## config.mk

```make
export PLATFORM = sky130hd
export DESIGN_NAME = fetch_unit_flat
export DESIGN_NICKNAME = d
export VERILOG_FILES = /design/src/rtl/fetch_pkg.sv /design/src/rtl/fetch_unit_if.sv /design/src/rtl/fetch_unit_pc_inc_9.sv /design/src/rtl/fetch_unit.sv /design/src/flat_wrapper.sv
export SDC_FILE = /design/constraint.sdc
export NUM_CORES = 1
export LEC_CHECK = 0
export CORE_MARGIN = 4
export CORE_UTILIZATION = 40
export CTS_CLUSTER_SIZE = 28
export DETAILED_ROUTE_END_ITERATION = 8
export PLACE_DENSITY_LB_ADDON = 0.08
export SETUP_SLACK_MARGIN = 0.15
export SYNTH_ARGS = -nofsm -noshare
export SYNTH_HDL_FRONTEND = slang
export SYNTH_SLANG_ARGS = --single-unit
```

## constraint.sdc

```tcl
create_clock -name clk -period 2.9 [get_ports clk]
set_clock_uncertainty 0.1 [all_clocks]
set_input_delay 0.58 -clock clk [delete_from_list [all_inputs] [get_ports clk]]
set_output_delay 0.58 -clock clk [all_outputs]
set_load 0.02 [all_outputs]
```

## src/rtl/fetch_pkg.sv

```systemverilog
// rtl/fetch_pkg.sv - shared widths, state encoding and defaults for the fetch unit
package fetch_pkg;

   localparam int ADDR_W = 9;
   localparam int DATA_W = 16;

   typedef logic [ADDR_W-1:0] addr_t;
   typedef logic [DATA_W-1:0] word_t;

   // Default halt opcode (IR[15:12]) and reset fetch address
   localparam logic [3:0] HALT_OPCODE_DEF = 4'hF;
   localparam addr_t      RESET_PC_DEF    = 9'd0;

   // Fetch sequencer states
   localparam logic [1:0] ST_IDLE  = 2'd0;
   localparam logic [1:0] ST_FETCH = 2'd1;
   localparam logic [1:0] ST_HALT  = 2'd2;

   // True when the opcode field of an instruction word matches the halt opcode
   function automatic logic is_halt(input word_t w, input logic [3:0] op);
      return w[DATA_W-1 -: 4] == op;
   endfunction

endpackage

```

## src/rtl/fetch_unit_if.sv

```systemverilog
// rtl/fetch_unit_if.sv - control, memory and instruction signals of the fetch unit
interface fetch_unit_if;
   import fetch_pkg::*;

   logic  en;
   logic  stall;
   logic  br_taken;
   addr_t br_addr;
   word_t mem_out;
   addr_t mem_addr;
   logic  mem_r;
   logic  mem_w;
   logic  mem_e;
   word_t ir;
   addr_t pc;
   logic  valid;
   logic  halted;

   // Fetch unit side
   modport master (
      input  en, stall, br_taken, br_addr, mem_out,
      output mem_addr, mem_r, mem_w, mem_e, ir, pc, valid, halted
   );

   // Environment side: controller, RAM and instruction consumer
   modport slave (
      output en, stall, br_taken, br_addr, mem_out,
      input  mem_addr, mem_r, mem_w, mem_e, ir, pc, valid, halted
   );

endinterface

```

## src/rtl/fetch_unit_pc_inc_9.sv

```systemverilog
// rtl/fetch_unit_pc_inc_9.sv - 9-bit fetch pointer incrementer, wraps 1FF to 000
module pc_inc_9
   import fetch_pkg::*;
(
   input  addr_t a,
   output addr_t y
);

   // Carry out of bit 8 is dropped so the pointer wraps modulo 512
   assign y = a + addr_t'(1);

endmodule

```

## src/rtl/fetch_unit.sv

```systemverilog
// rtl/fetch_unit.sv - instruction fetch sequencer for a 512x16 combinational-read RAM
module fetch_unit
   import fetch_pkg::*;
#(
   parameter addr_t      RESET_PC    = RESET_PC_DEF,
   parameter logic [3:0] HALT_OPCODE = HALT_OPCODE_DEF
)
(
   input  logic         clk,
   input  logic         rst,
   fetch_unit_if.master bus
);

   logic [1:0] state;
   addr_t      fpc;
   addr_t      fpc_inc;
   word_t      ir_q;
   addr_t      pc_q;
   logic       valid_q;
   logic       halted_q;

   pc_inc_9 u_pc_inc (
      .a (fpc),
      .y (fpc_inc)
   );

   // RAM is addressed by the fetch pointer at all times; reads only while fetching
   assign bus.mem_addr = fpc;
   assign bus.mem_w    = 1'b0;
   assign bus.mem_r    = (state == ST_FETCH);
   assign bus.mem_e    = (state == ST_FETCH);
   assign bus.ir       = ir_q;
   assign bus.pc       = pc_q;
   assign bus.valid    = valid_q;
   assign bus.halted   = halted_q;

   // Sequencing: reset, run control, branch redirect, consumer stall hold, halt detect
   always_ff @(posedge clk) begin
      if (rst) begin
         state    <= ST_IDLE;
         fpc      <= RESET_PC;
         ir_q     <= '0;
         pc_q     <= '0;
         valid_q  <= 1'b0;
         halted_q <= 1'b0;
      end else begin
         case (state)
            ST_IDLE: begin
               valid_q <= 1'b0;
               if (bus.br_taken) fpc <= bus.br_addr;
               if (bus.en) state <= ST_FETCH;
            end
            ST_FETCH: begin
               if (!bus.en) begin
                  // Park; the unfetched address is kept unless a branch replaces it
                  state   <= ST_IDLE;
                  valid_q <= 1'b0;
                  if (bus.br_taken) fpc <= bus.br_addr;
               end else if (bus.br_taken) begin
                  // Branch beats stall; IR/PC keep the last delivered instruction
                  fpc     <= bus.br_addr;
                  valid_q <= 1'b0;
               end else if (!(bus.stall && valid_q)) begin
                  // A stall only matters when there is a live instruction to hold
                  ir_q    <= bus.mem_out;
                  pc_q    <= fpc;
                  valid_q <= 1'b1;
                  fpc     <= fpc_inc;
                  if (is_halt(bus.mem_out, HALT_OPCODE)) begin
                     state    <= ST_HALT;
                     halted_q <= 1'b1;
                  end
               end
            end
            ST_HALT: begin
               // Halt instruction stays visible until consumed; only reset leaves
               if (!bus.stall) valid_q <= 1'b0;
            end
            default: state <= ST_IDLE;
         endcase
      end
   end

endmodule

```

## src/flat_wrapper.sv

```systemverilog
// flat-port wrapper written by rule: the top's interface ports become plain ports
module fetch_unit_flat import fetch_pkg::*;
#(
   parameter addr_t      RESET_PC    = RESET_PC_DEF,
   parameter logic [3:0] HALT_OPCODE = HALT_OPCODE_DEF
)
  (clk, rst, bus_en, bus_stall, bus_br_taken, bus_br_addr, bus_mem_out, bus_mem_addr, bus_mem_r, bus_mem_w, bus_mem_e, bus_ir, bus_pc, bus_valid, bus_halted);
  fetch_unit_if bus_i ();
  input  logic clk;
  input  logic rst;
  input wire logic [$bits(bus_i.en)-1:0] bus_en;
  input wire logic [$bits(bus_i.stall)-1:0] bus_stall;
  input wire logic [$bits(bus_i.br_taken)-1:0] bus_br_taken;
  input wire logic [$bits(bus_i.br_addr)-1:0] bus_br_addr;
  input wire logic [$bits(bus_i.mem_out)-1:0] bus_mem_out;
  output wire logic [$bits(bus_i.mem_addr)-1:0] bus_mem_addr;
  output wire logic [$bits(bus_i.mem_r)-1:0] bus_mem_r;
  output wire logic [$bits(bus_i.mem_w)-1:0] bus_mem_w;
  output wire logic [$bits(bus_i.mem_e)-1:0] bus_mem_e;
  output wire logic [$bits(bus_i.ir)-1:0] bus_ir;
  output wire logic [$bits(bus_i.pc)-1:0] bus_pc;
  output wire logic [$bits(bus_i.valid)-1:0] bus_valid;
  output wire logic [$bits(bus_i.halted)-1:0] bus_halted;
  assign bus_i.en = bus_en;
  assign bus_i.stall = bus_stall;
  assign bus_i.br_taken = bus_br_taken;
  assign bus_i.br_addr = bus_br_addr;
  assign bus_i.mem_out = bus_mem_out;
  assign bus_mem_addr = bus_i.mem_addr;
  assign bus_mem_r = bus_i.mem_r;
  assign bus_mem_w = bus_i.mem_w;
  assign bus_mem_e = bus_i.mem_e;
  assign bus_ir = bus_i.ir;
  assign bus_pc = bus_i.pc;
  assign bus_valid = bus_i.valid;
  assign bus_halted = bus_i.halted;
  fetch_unit #(.RESET_PC(RESET_PC), .HALT_OPCODE(HALT_OPCODE)) u_core (.clk(clk), .rst(rst), .bus(bus_i));
endmodule
```

==> results.json, run 1 <==
{
  "overflow": 0,
  "pwr-share-clk_pct": 34.3,
  "post_cts_buffers": 0,
  "relSlewSlack_pct": 62.7,
  "start_kind": "flip-flop",
  "finalSetupViolCount": 0,
  "hold_class": "flip-flop to flip-flop",
  "area_delta_synth_final_pct": 45.0,
  "grt_setup_unrepaired": "no",
  "cts-resized-gates": 0,
  "insertion_delay_ns": 0.29,
  "grt_max_degree": 36,
  "wl_per_cell_um": 14.6,
  "swShare_pct": 25.4,
  "reg2regPathDepth": 5,
  "rows": 23,
  "combPwrFrac_pct": 14.6,
  "synthArstFlopShare_pct": 0,
  "final_cell_mix": "clkdlybuf4s50_1 (67), nand2_1 (58), dfxtp_1 (38)",
  "cp.required_ns": 2.22,
  "p_int_w": 0.000812,
  "portBuffers": 67,
  "place_area_um2": 2370,
  "antenna_found_initial": 0,
  "routed_wl_um": 4810,
  "syn_nets": 246,
  "period_minus_slack_ns": 2.29,
  "crit_family": "buffers and inverters",
  "setup_ws_ns": 0.607,
  "clkTransAtPathRegs_ns": 0.07,
  "final_nets": 308,
  "holdPathStages": 2,
  "worst_pin_slew_ns": 0.558,
  "cp_slowest_cell": "clkdlybuf4s50_1",
  "die_y_um": 73.1,
  "drt_iter0_drc": 111,
  "synth_area_um2": 1700,
  "tritoncts": "yes",
  "worstSetupPathType": "flip-flop to primary output",
  "dp_slack_ns": 0.440,
  "drt_first_pass_iters": 4,
  "ant_nets": 0,
  "worst-path-stages": 2,
  "r2r_slack_ns": 1.05,
  "slew_violations": 0,
  "htree_num_levels": 2,
  "finalHoldViolCount": 0,
  "cts_inserted_buffers": 5,
  "grt_pass1_wl_um": 7680,
  "globalplace.congestion": 0.877,
  "ys.flop_type": "dfxtp_1",
  "maxCapViolCount": 0,
  "cts-hold-fix-buffers": 0,
  "leakage_nw": 0.833,
  "crit_fanout": 9,
  "grt_pass1_vias": 1616,
  "post-dp-hpwl_um": 3340,
  "final_common_cell": "clkdlybuf4s50_1",
  "max_stage_delay_ns": 0.63,
  "die_area_um2": 5340,
  "diodes": 0,
  "status": "finished clean",
  "irDropWorstVdd_mv": 0.326,
  "worst-path-buf-inv": 1,
  "core_um2": 4060,
  "synth.distinct_cells": 44,
  "cp.arrival_ns": 1.61,
  "drive_above_1_share_pct": 5.04,
  "nFillCells": 391,
  "path_cells": "nor2b_1 > clkdlybuf4s50_1",
  "p_switching_w": 0.000277,
  "ys_seq_elements": 38,
  "layout_worst_path_cycle_share_pct": 79.1,
  "final_area_um2": 2460,
  "die_w_um": 73.1,
  "p_per_area_nw_per_um2": 443,
  "drc": 0,
  "synth.yosys.seq_area_share_pct": 44.9,
  "endpoint_kind": "primary output",
  "cts-root-buf": "clkbuf_8",
  "synthCells": 215,
  "fin_setup_tns_ns": 0,
  "postSynthAreaPerCell_um2": 7.89,
  "ioPinCount": 69,
  "synth_warnings": 0,
  "track_usage_pct": 18.2,
  "seq_power_share_pct": 51.2,
  "max_freq_mhz": 436,
  "synth_edf_count": 0,
  "clock_path_buffers": 2,
  "start_util_pct": 41.8,
  "vias": 1720,
  "cts_sinks": 38,
  "viasPerCell": 5.24
}
## stage by stage
stage / hold slack, ns / util, % / total power [W] / instances
after global placement: 0.339 / 58.3 / 0.000728 / 320
final: 0.351 / 60.6 / 0.00109 / 328
after floorplan: 0.422 / - / 0.000640 / 215
after global routing: 0.375 / 60.6 / 0.00113 / 328
after CTS: 0.358 / 60.6 / 0.00110 / 328
after detailed placement: 0.348 / 58.3 / 0.000728 / 320
## cell families after synthesis
family                     share of synthesized area [%]
DFF                                                 44.9
and+or+nand+nor                                     25.2
buffers and inverters                               5.83
adders and majority gates                          0.738
other                                              0.221
AOI/OAI and AO/OA                                   23.2
## metal layers
metal | track usage (%) | routed length (um)
met1 | 25.0 | 2190
met2 | 27.7 | 2210
met3 | 4.96 | 363
met4 | 5.53 | 48
met5 | 0 | 0
## sequential cells by signal, indices dropped and copies added, names as in the netlist
name,cells
u_core.bus.valid,1
u_core.bus.halted,1
u_core.state,2
u_core.bus.ir,16
u_core.bus.pc,9
u_core.bus.mem_addr,9
## tightest hold or removal path: stages (launching register included)
cell     delay [ns]
dfxtp_1        0.31
inv_1          0.05
a21oi_1        0.05
## Yosys cell counts, types with 2 or more instances
master    number  area share [%]
a21oi_1       33             9.7
a31oi_1        3             1.1
nand4_1        2            0.74
clkbuf_1       5             1.1
nor2_1         7             1.6
nand2b_1       2            0.74
o21ai_0        7             2.1
and4_1         2             1.0
dfxtp_1       38              45
nand3b_1       2            0.89
and2_1         2            0.74
nor2b_1        3             1.1
o22ai_1        3             1.1
a21o_1         2            0.89
nand2_1       58              13
a41oi_1        2             1.0
buf_2          4             1.2
buf_4          4             1.8
o211ai_1       3             1.3
nand3_1        4             1.2
nor4_1         3             1.1
inv_1          4            0.89
## path summary, 6_finish.rpt
path	from	end
worst min register to register	u_core.bus.halted	u_core.bus.halted
worst max-delay path	u_core.state[0]	bus_mem_e
worst min-delay path	u_core.bus.halted	u_core.bus.halted
worst max register to register	u_core.state[1]	u_core.bus.halted
## layout make-up
cell class | count | area [um2] | area share [%]
flip-flops and latches | 38 | 761 | 30.9
repair buffers | 70 | 693 | 28.2
clock inverters | 1 | 5.00 | 0.204
multi-input cells | 158 | 836 | 34.0
well taps | 50 | 62.6 | 2.54
clock buffers | 7 | 86.3 | 3.51
inverters | 4 | 15.0 | 0.611
## power groups by stage
| stage | combinational, W | clock, W | sequential [W] |
|---|---|---|---|
| floorplan | 0.0000602 | 0 | 0.000580 |
| detailed placement | 0.000159 | 0 | 0.000569 |
| global route | 0.000172 | 0.000403 | 0.000560 |
| finish | 0.000159 | 0.000373 | 0.000557 |
| CTS | 0.000159 | 0.000386 | 0.000557 |
| global placement | 0.000158 | 0 | 0.000569 |
Note: power is estimated with default switching activity, not from simulation.
==> inputs of run 2 (changes only) <==
--- a/config.mk
+++ b/config.mk
@@ -6,7 +6,7 @@
 export NUM_CORES = 1
 export LEC_CHECK = 0
 export CORE_MARGIN = 4
-export CORE_UTILIZATION = 40
+export CORE_UTILIZATION = 38
 export CTS_CLUSTER_SIZE = 28
 export DETAILED_ROUTE_END_ITERATION = 8
 export PLACE_DENSITY_LB_ADDON = 0.08
==> constraint.sdc (replaced) <==
create_clock -name clk -period 2 [get_ports clk]
set_clock_uncertainty 0.1 [all_clocks]
set_input_delay 0.4 -clock clk [delete_from_list [all_inputs] [get_ports clk]]
set_output_delay 0.4 -clock clk [all_outputs]
set_load 0.02 [all_outputs]
==> run 2 against run 1 <==
Net effect: worst hold slack gained 0.0019 ns; core utilization fell by 1.0 points; total power increased by 43%.
==> results.json, run 2 (synthesis gave the netlist of run 1 again) <==
{
  "finalSetupViolCount": 0,
  "p_int_w": 0.00117,
  "antenna_found_initial": 0,
  "drive_above_1_share_pct": 10.0,
  "period_minus_slack_ns": 1.77,
  "cp.required_ns": 2.12,
  "cp_slowest_cell": "clkdlybuf4s50_1",
  "grt_pass1_vias": 1571,
  "wl_per_cell_um": 14.5,
  "track_usage_pct": 17.9,
  "viasPerCell": 5.17,
  "irDropWorstVdd_mv": 0.481,
  "max_freq_mhz": 565,
  "core_um2": 4320,
  "crit_fanout": 6,
  "cts-hold-fix-buffers": 0,
  "worst-path-buf-inv": 1,
  "diodes": 0,
  "seq_power_share_pct": 52.1,
  "tritoncts": "yes",
  "crit_family": "simple AND/OR/NAND/NOR gates",
  "overflow": 0,
  "cts-root-buf": "clkbuf_8",
  "clock_path_buffers": 2,
  "layout_worst_path_cycle_share_pct": 88.5,
  "start_util_pct": 39.2,
  "vias": 1763,
  "ant_nets": 0,
  "p_switching_w": 0.000380,
  "finalCoreUtilization_pct": 59.6,
  "grt_max_degree": 26,
  "drt_first_pass_iters": 4,
  "max_stage_delay_ns": 0.55,
  "cts_inserted_buffers": 5,
  "start_kind": "input port",
  "pwr-share-clk_pct": 32.3,
  "nFillCells": 423,
  "final_nets": 321,
  "p_per_area_nw_per_um2": 602,
  "grt_pass1_wl_um": 7720,
  "largest_reg_flops": 16,
  "final_cell_mix": "nand2_1 (58), clkdlybuf4s50_1 (55), dfxtp_1 (36)",
  "path_cells": "clkdlybuf4s50_1 > nand3b_1 > or4_1 > a21o_1 > a21oi_2",
  "whs_ns": 0.353,
  "swShare_pct": 24.5,
  "combPwrFrac_pct": 15.6,
  "leakage_nw": 0.976,
  "post-dp-hpwl_um": 3540,
  "ioPinCount": 69,
  "drt_iter0_drc": 92,
  "hold_class": "flip-flop to flip-flop",
  "endpoint_kind": "flip-flop",
  "cp.arrival_ns": 1.89,
  "cts_sinks": 38,
  "insertion_delay_ns": 0.28,
  "status": "finished clean",
  "die_area_um2": 5590,
  "globalplace.congestion": 0.882,
  "portBuffers": 67,
  "drc": 0,
  "slew_violations": 0,
  "finalHoldViolCount": 0,
  "worstSetupPathType": "input port to flip-flop",
  "post_cts_buffers": 0,
  "routed_wl_um": 4940,
  "rows": 24,
  "maxCapViolCount": 0,
  "die_y_um": 74.8,
  "htree_num_levels": 2,
  "final_common_cell": "nand2_1",
  "grt_setup_unrepaired": "yes",
  "area_delta_synth_final_pct": 52.0,
  "clkTransAtPathRegs_ns": 0.07,
  "die_w_um": 74.8
}
[run 2: cell count changes in the layout (fill, tap and decap cells not counted)]
cell	before	now
ha_1	1	0
ha_2	0	1
buf_12	0	2
clkinv_2	1	0
dlymetal6s2s_1	0	3
dlygate4sd2_1	0	9
clkbuf_1	1	0
clkdlybuf4s50_1	67	55
dfxtp_2	0	2
buf_4	3	14
dfxtp_1	38	36
[run 2: cell type report]
type,count,area [um2],area share (%)
tap,52,65.1,2.53
inverter,4,15.0,0.583
multi-input combinational,158,838,32.5
sequential,38,763,29.6
timing repair buffer,83,812,31.5
clock buffer,6,82.6,3.21
[run 2: worst paths after layout]
path,depth (start not counted),slack (ns),startpoint,to
min,2,0.35,u_core.bus.ir[4],u_core.bus.ir[4]
max reg2reg,5,0.35,u_core.bus.mem_addr[0],u_core.bus.mem_addr[8]
max,5,0.23,bus_en,u_core.bus.mem_addr[4]
min reg2reg,2,0.35,u_core.bus.ir[4],u_core.bus.ir[4]
[run 2: power groups by stage]
stage               Combinational [W]  Sequential [W]  Clock [W]
CTS                          0.000243        0.000806   0.000521
finish                       0.000242        0.000808   0.000502
global route                 0.000262        0.000811   0.000552
floorplan                   0.0000873        0.000841          0
global placement             0.000249        0.000823          0
detailed placement           0.000249        0.000824          0
[run 2: per-stage QoR]
stage	instance area, um2	setup WS (ns)	total power (W)	setup TNS, ns	instances
2_1_floorplan	1700	0.331	0.000929	0	215
3_3_place_gp	2490	-0.0286	0.00107	-0.0521	335
3_5_place_dp	2490	-0.0401	0.00107	-0.0401	335
4_1_cts	2560	0.167	0.00157	0	341
5_1_grt	2580	0.129	0.00162	0	341
6_report	2580	0.229	0.00155	0	341
[run 2: timing repair]
action	4_1_cts	5_1_grt
gates resized for setup	9	6
cloned	0	0
setup endpoints to repair	9	5
pin swaps	0	0
[run 2: per-layer routing]
layer  GRT usage, %  part of all wire (%)
met1           24.9                    47
met2           27.5                    45
met3           4.27                   6.5
met4           5.73                  0.97
met5              0                     0
[run 2: worst register-to-register path, delay by kind of cell, from the launching register on]
family	cells	cell delay [ns]
DFF	1	0.41
adders and majority gates	1	0.23
and+or+nand+nor	1	0.29
AOI/OAI and AO/OA	3	0.49
==> inputs of run 3 (changes only) <==
--- a/config.mk
+++ b/config.mk
@@ -5,6 +5,7 @@
 export SDC_FILE = /design/constraint.sdc
 export NUM_CORES = 1
 export LEC_CHECK = 0
+export ABC_AREA = 1
 export CORE_MARGIN = 4
 export CORE_UTILIZATION = 38
 export CTS_CLUSTER_SIZE = 28
==> constraint.sdc (replaced) <==
create_clock -name clk -period 2 [get_ports clk]
set_clock_uncertainty 0.1 [all_clocks]
set_input_delay 0.6 -clock clk [delete_from_list [all_inputs] [get_ports clk]]
set_output_delay 0.6 -clock clk [all_outputs]
set_load 0.02 [all_outputs]
==> run 3 against run 2 <==
Net effect: synthesized cell count grew 11%; worst hold slack worse by 0.0032 ns; register-to-register slack better by 0.11 ns; non-clock buffer count grew 3; clock-buffer cell count shrank 1; die area is 0.20% higher; sequential cell count did not move; final cell count up 8.5%; fmax fell by 3.1%; wire length decreased by 11%; sequential power barely moved; critical path type is now flip-flop to primary output; critical endpoint is now bus_mem_e; largest cell class is now non-clock buffers.
==> results.json, run 3 <==
{
  "status": "finished clean",
  "numPlacedInstances": 362,
  "post-dp-hpwl_um": 3280,
  "die_area_um2": 5610,
  "swShare_pct": 25.6,
  "hold_class": "flip-flop to flip-flop",
  "area_delta_synth_final_pct": 52.4,
  "synthCells": 238,
  "pwr-share-clk_pct": 36.8,
  "grt_pass1_wl_um": 7250,
  "cts_inserted_buffers": 5,
  "p_switching_w": 0.000447,
  "ys.flop_type": "dfxtp_1",
  "syn_nets": 269,
  "final_cell_mix": "nor2_1 (51), nand2_1 (38), dfxtp_1 (38)",
  "overflow": 0,
  "whs_ns": 0.349,
  "drive_above_1_share_pct": 11.9,
  "synth_top_area_share_pct": 44.8,
  "track_usage_pct": 16.5,
  "nFillCells": 436,
  "cp.required_ns": 1.30,
  "seq_power_share_pct": 46.3,
  "maxCapViolCount": 0,
  "synth_warnings": 0,
  "start_util_pct": 39.0,
  "irDropWorstVdd_mv": 0.251,
  "clkTransAtPathRegs_ns": 0.07,
  "yosys.area.top_type": "dfxtp_1",
  "synth.yosys.seq_area_share_pct": 44.8,
  "endpoint_kind": "primary output",
  "max_freq_mhz": 547,
  "insertion_delay_ns": 0.28,
  "cts_sinks": 38,
  "cts-root-buf": "clkbuf_8",
  "synth_edf_count": 0,
  "tritoncts": "yes",
  "finalSetupViolCount": 0,
  "grt_pass1_vias": 1616,
  "leakage_nw": 1.23,
  "netlist_top_cells_area": "dfxtp_1 (45%), nor2_1 (11%), nand2_1 (8.4%)",
  "fin_cells": 370,
  "rows": 24,
  "grt_max_degree": 30,
  "synth_most_common_cell": "nor2_1",
  "viasPerCell": 4.74,
  "finalHoldViolCount": 0,
  "largest_reg_flops": 16,
  "clock_path_buffers": 2,
  "synth_area_um2": 1700,
  "multi_input_area_um2": 769,
  "layout_worst_path_cycle_share_pct": 91.4,
  "die_y_um": 74.9,
  "synth_commonest_cells": "nor2_1 (52), dfxtp_1 (38), nand2_1 (38)",
  "seq_area_um2": 761,
  "die_w_um": 74.9,
  "slew_violations": 0,
  "antenna_found_initial": 0,
  "final_common_cell": "nor2_1",
  "globalplace.congestion": 0.802,
  "period_minus_slack_ns": 1.83,
  "drc": 0,
  "worstSetupPathType": "flip-flop to primary output",
  "htree_num_levels": 2,
  "crit_fanout": 5,
  "drt_iter0_drc": 74,
  "ioPinCount": 69,
  "core_um2": 4350,
  "drt_first_pass_iters": 4,
  "ys_seq_elements": 38,
  "diodes": 0,
  "start_kind": "flip-flop",
  "portBuffers": 67,
  "vias": 1752,
  "synthArstFlopShare_pct": 0,
  "cp.arrival_ns": 1.13,
  "synth.distinct_cells": 26,
  "final_nets": 348,
  "postSynthAreaPerCell_um2": 7.14,
  "grt_setup_unrepaired": "yes",
  "wl_per_cell_um": 11.9,
  "ant_nets": 0,
  "p_per_area_nw_per_um2": 675,
  "combPwrFrac_pct": 16.9,
  "p_int_w": 0.00130,
  "routed_wl_um": 4400
}
==> run 3: cell types whose count changed after synthesis, sizes merged, moves of 3 or more <==
| cell | previous run | this run |
|---|---|---|
| nor2 | 7 | 53 |
| nand3 | 5 | 8 |
| o21ai | 7 | 35 |
| nand2 | 58 | 39 |
| a31oi | 3 | 0 |
| inv | 4 | 20 |
| nor4 | 3 | 0 |
| nor2b | 3 | 0 |
| a21oi | 35 | 20 |
==> run 3: area by class of cell <==
cell class                 count  area share, %
clock buffer                   5           2.66
clock inverter                 3           1.55
inverter                      20           2.90
multi-input combinational    166           29.7
sequential                    38           29.4
tap                           52           2.51
timing repair buffer          86           31.3
==> run 3: final timing paths <==
kind	slack (ns)	to	startpoint	depth (start not counted)
worst max register to register	0.46	u_core.bus.mem_addr[6]	u_core.bus.mem_addr[1]	6
worst min register to register	0.35	u_core.bus.halted	u_core.bus.halted	2
worst min-delay path	0.35	u_core.bus.halted	u_core.bus.halted	2
worst max-delay path	0.17	bus_mem_e	u_core.state[1]	4
==> run 3: timing repair <==
item / 4_1_cts / 5_1_grt
setup buffers: 0 / 0
endpoints found under the setup margin: 38 / 7
hold buffers: 0 / 0
resized for setup: 39 / 7
==> run 3: kinds of logic after synthesis <==
group	Yosys count	synth area share [%]
buffers and inverters	34	10.1
other	1	0.221
AND/OR/NAND/NOR	104	25.6
flip-flops	38	44.8
AO/OA/AOI/OAI	60	18.6
adder cells (fa/ha/maj)	1	0.736
==> run 3: stage by stage <==
| step | area, um2 | TNS [ns] | setup WS [ns] | util, % | total power [W] |
|---|---|---|---|---|---|
| 2_1_floorplan | 1700 | 0 | 0.429 | - | 0.000975 |
| 3_3_place_gp | 2520 | -0.999 | -0.0517 | 57.8 | 0.00114 |
| 3_5_place_dp | 2520 | -1.57 | -0.0782 | 57.8 | 0.00114 |
| 4_1_cts | 2580 | 0 | 0.124 | 59.3 | 0.00177 |
| 5_1_grt | 2590 | 0 | 0.0843 | 59.5 | 0.00183 |
| 6_report | 2590 | 0 | 0.172 | 59.5 | 0.00175 |
==> run 3: metal layers <==
metal | part of all wire (%) | track usage [%]
met2 | 45 | 26.9
met3 | 7.8 | 4.81
met5 | 0 | 0
met4 | 1.1 | 5.14
met1 | 46 | 21.1
==> run 3: power groups by stage <==
| stage | sequential [W] | clock [W] | combinational [W] |
|---|---|---|---|
| 6_report | 0.000809 | 0.000643 | 0.000294 |
| 5_1_grt | 0.000813 | 0.000689 | 0.000325 |
| 4_1_cts | 0.000809 | 0.000664 | 0.000297 |
| 3_5_place_dp | 0.000828 | 0 | 0.000317 |
| 3_3_place_gp | 0.000828 | 0 | 0.000316 |
| 2_1_floorplan | 0.000866 | 0 | 0.000109 |
==> run 3: critical path: stages (launching register included) <==
cell and delay [ns]:
dfxtp_1 0.32, inv_2 0.10, nand2_1 0.06, inv_1 0.07
clkdlybuf4s15_1 0.30
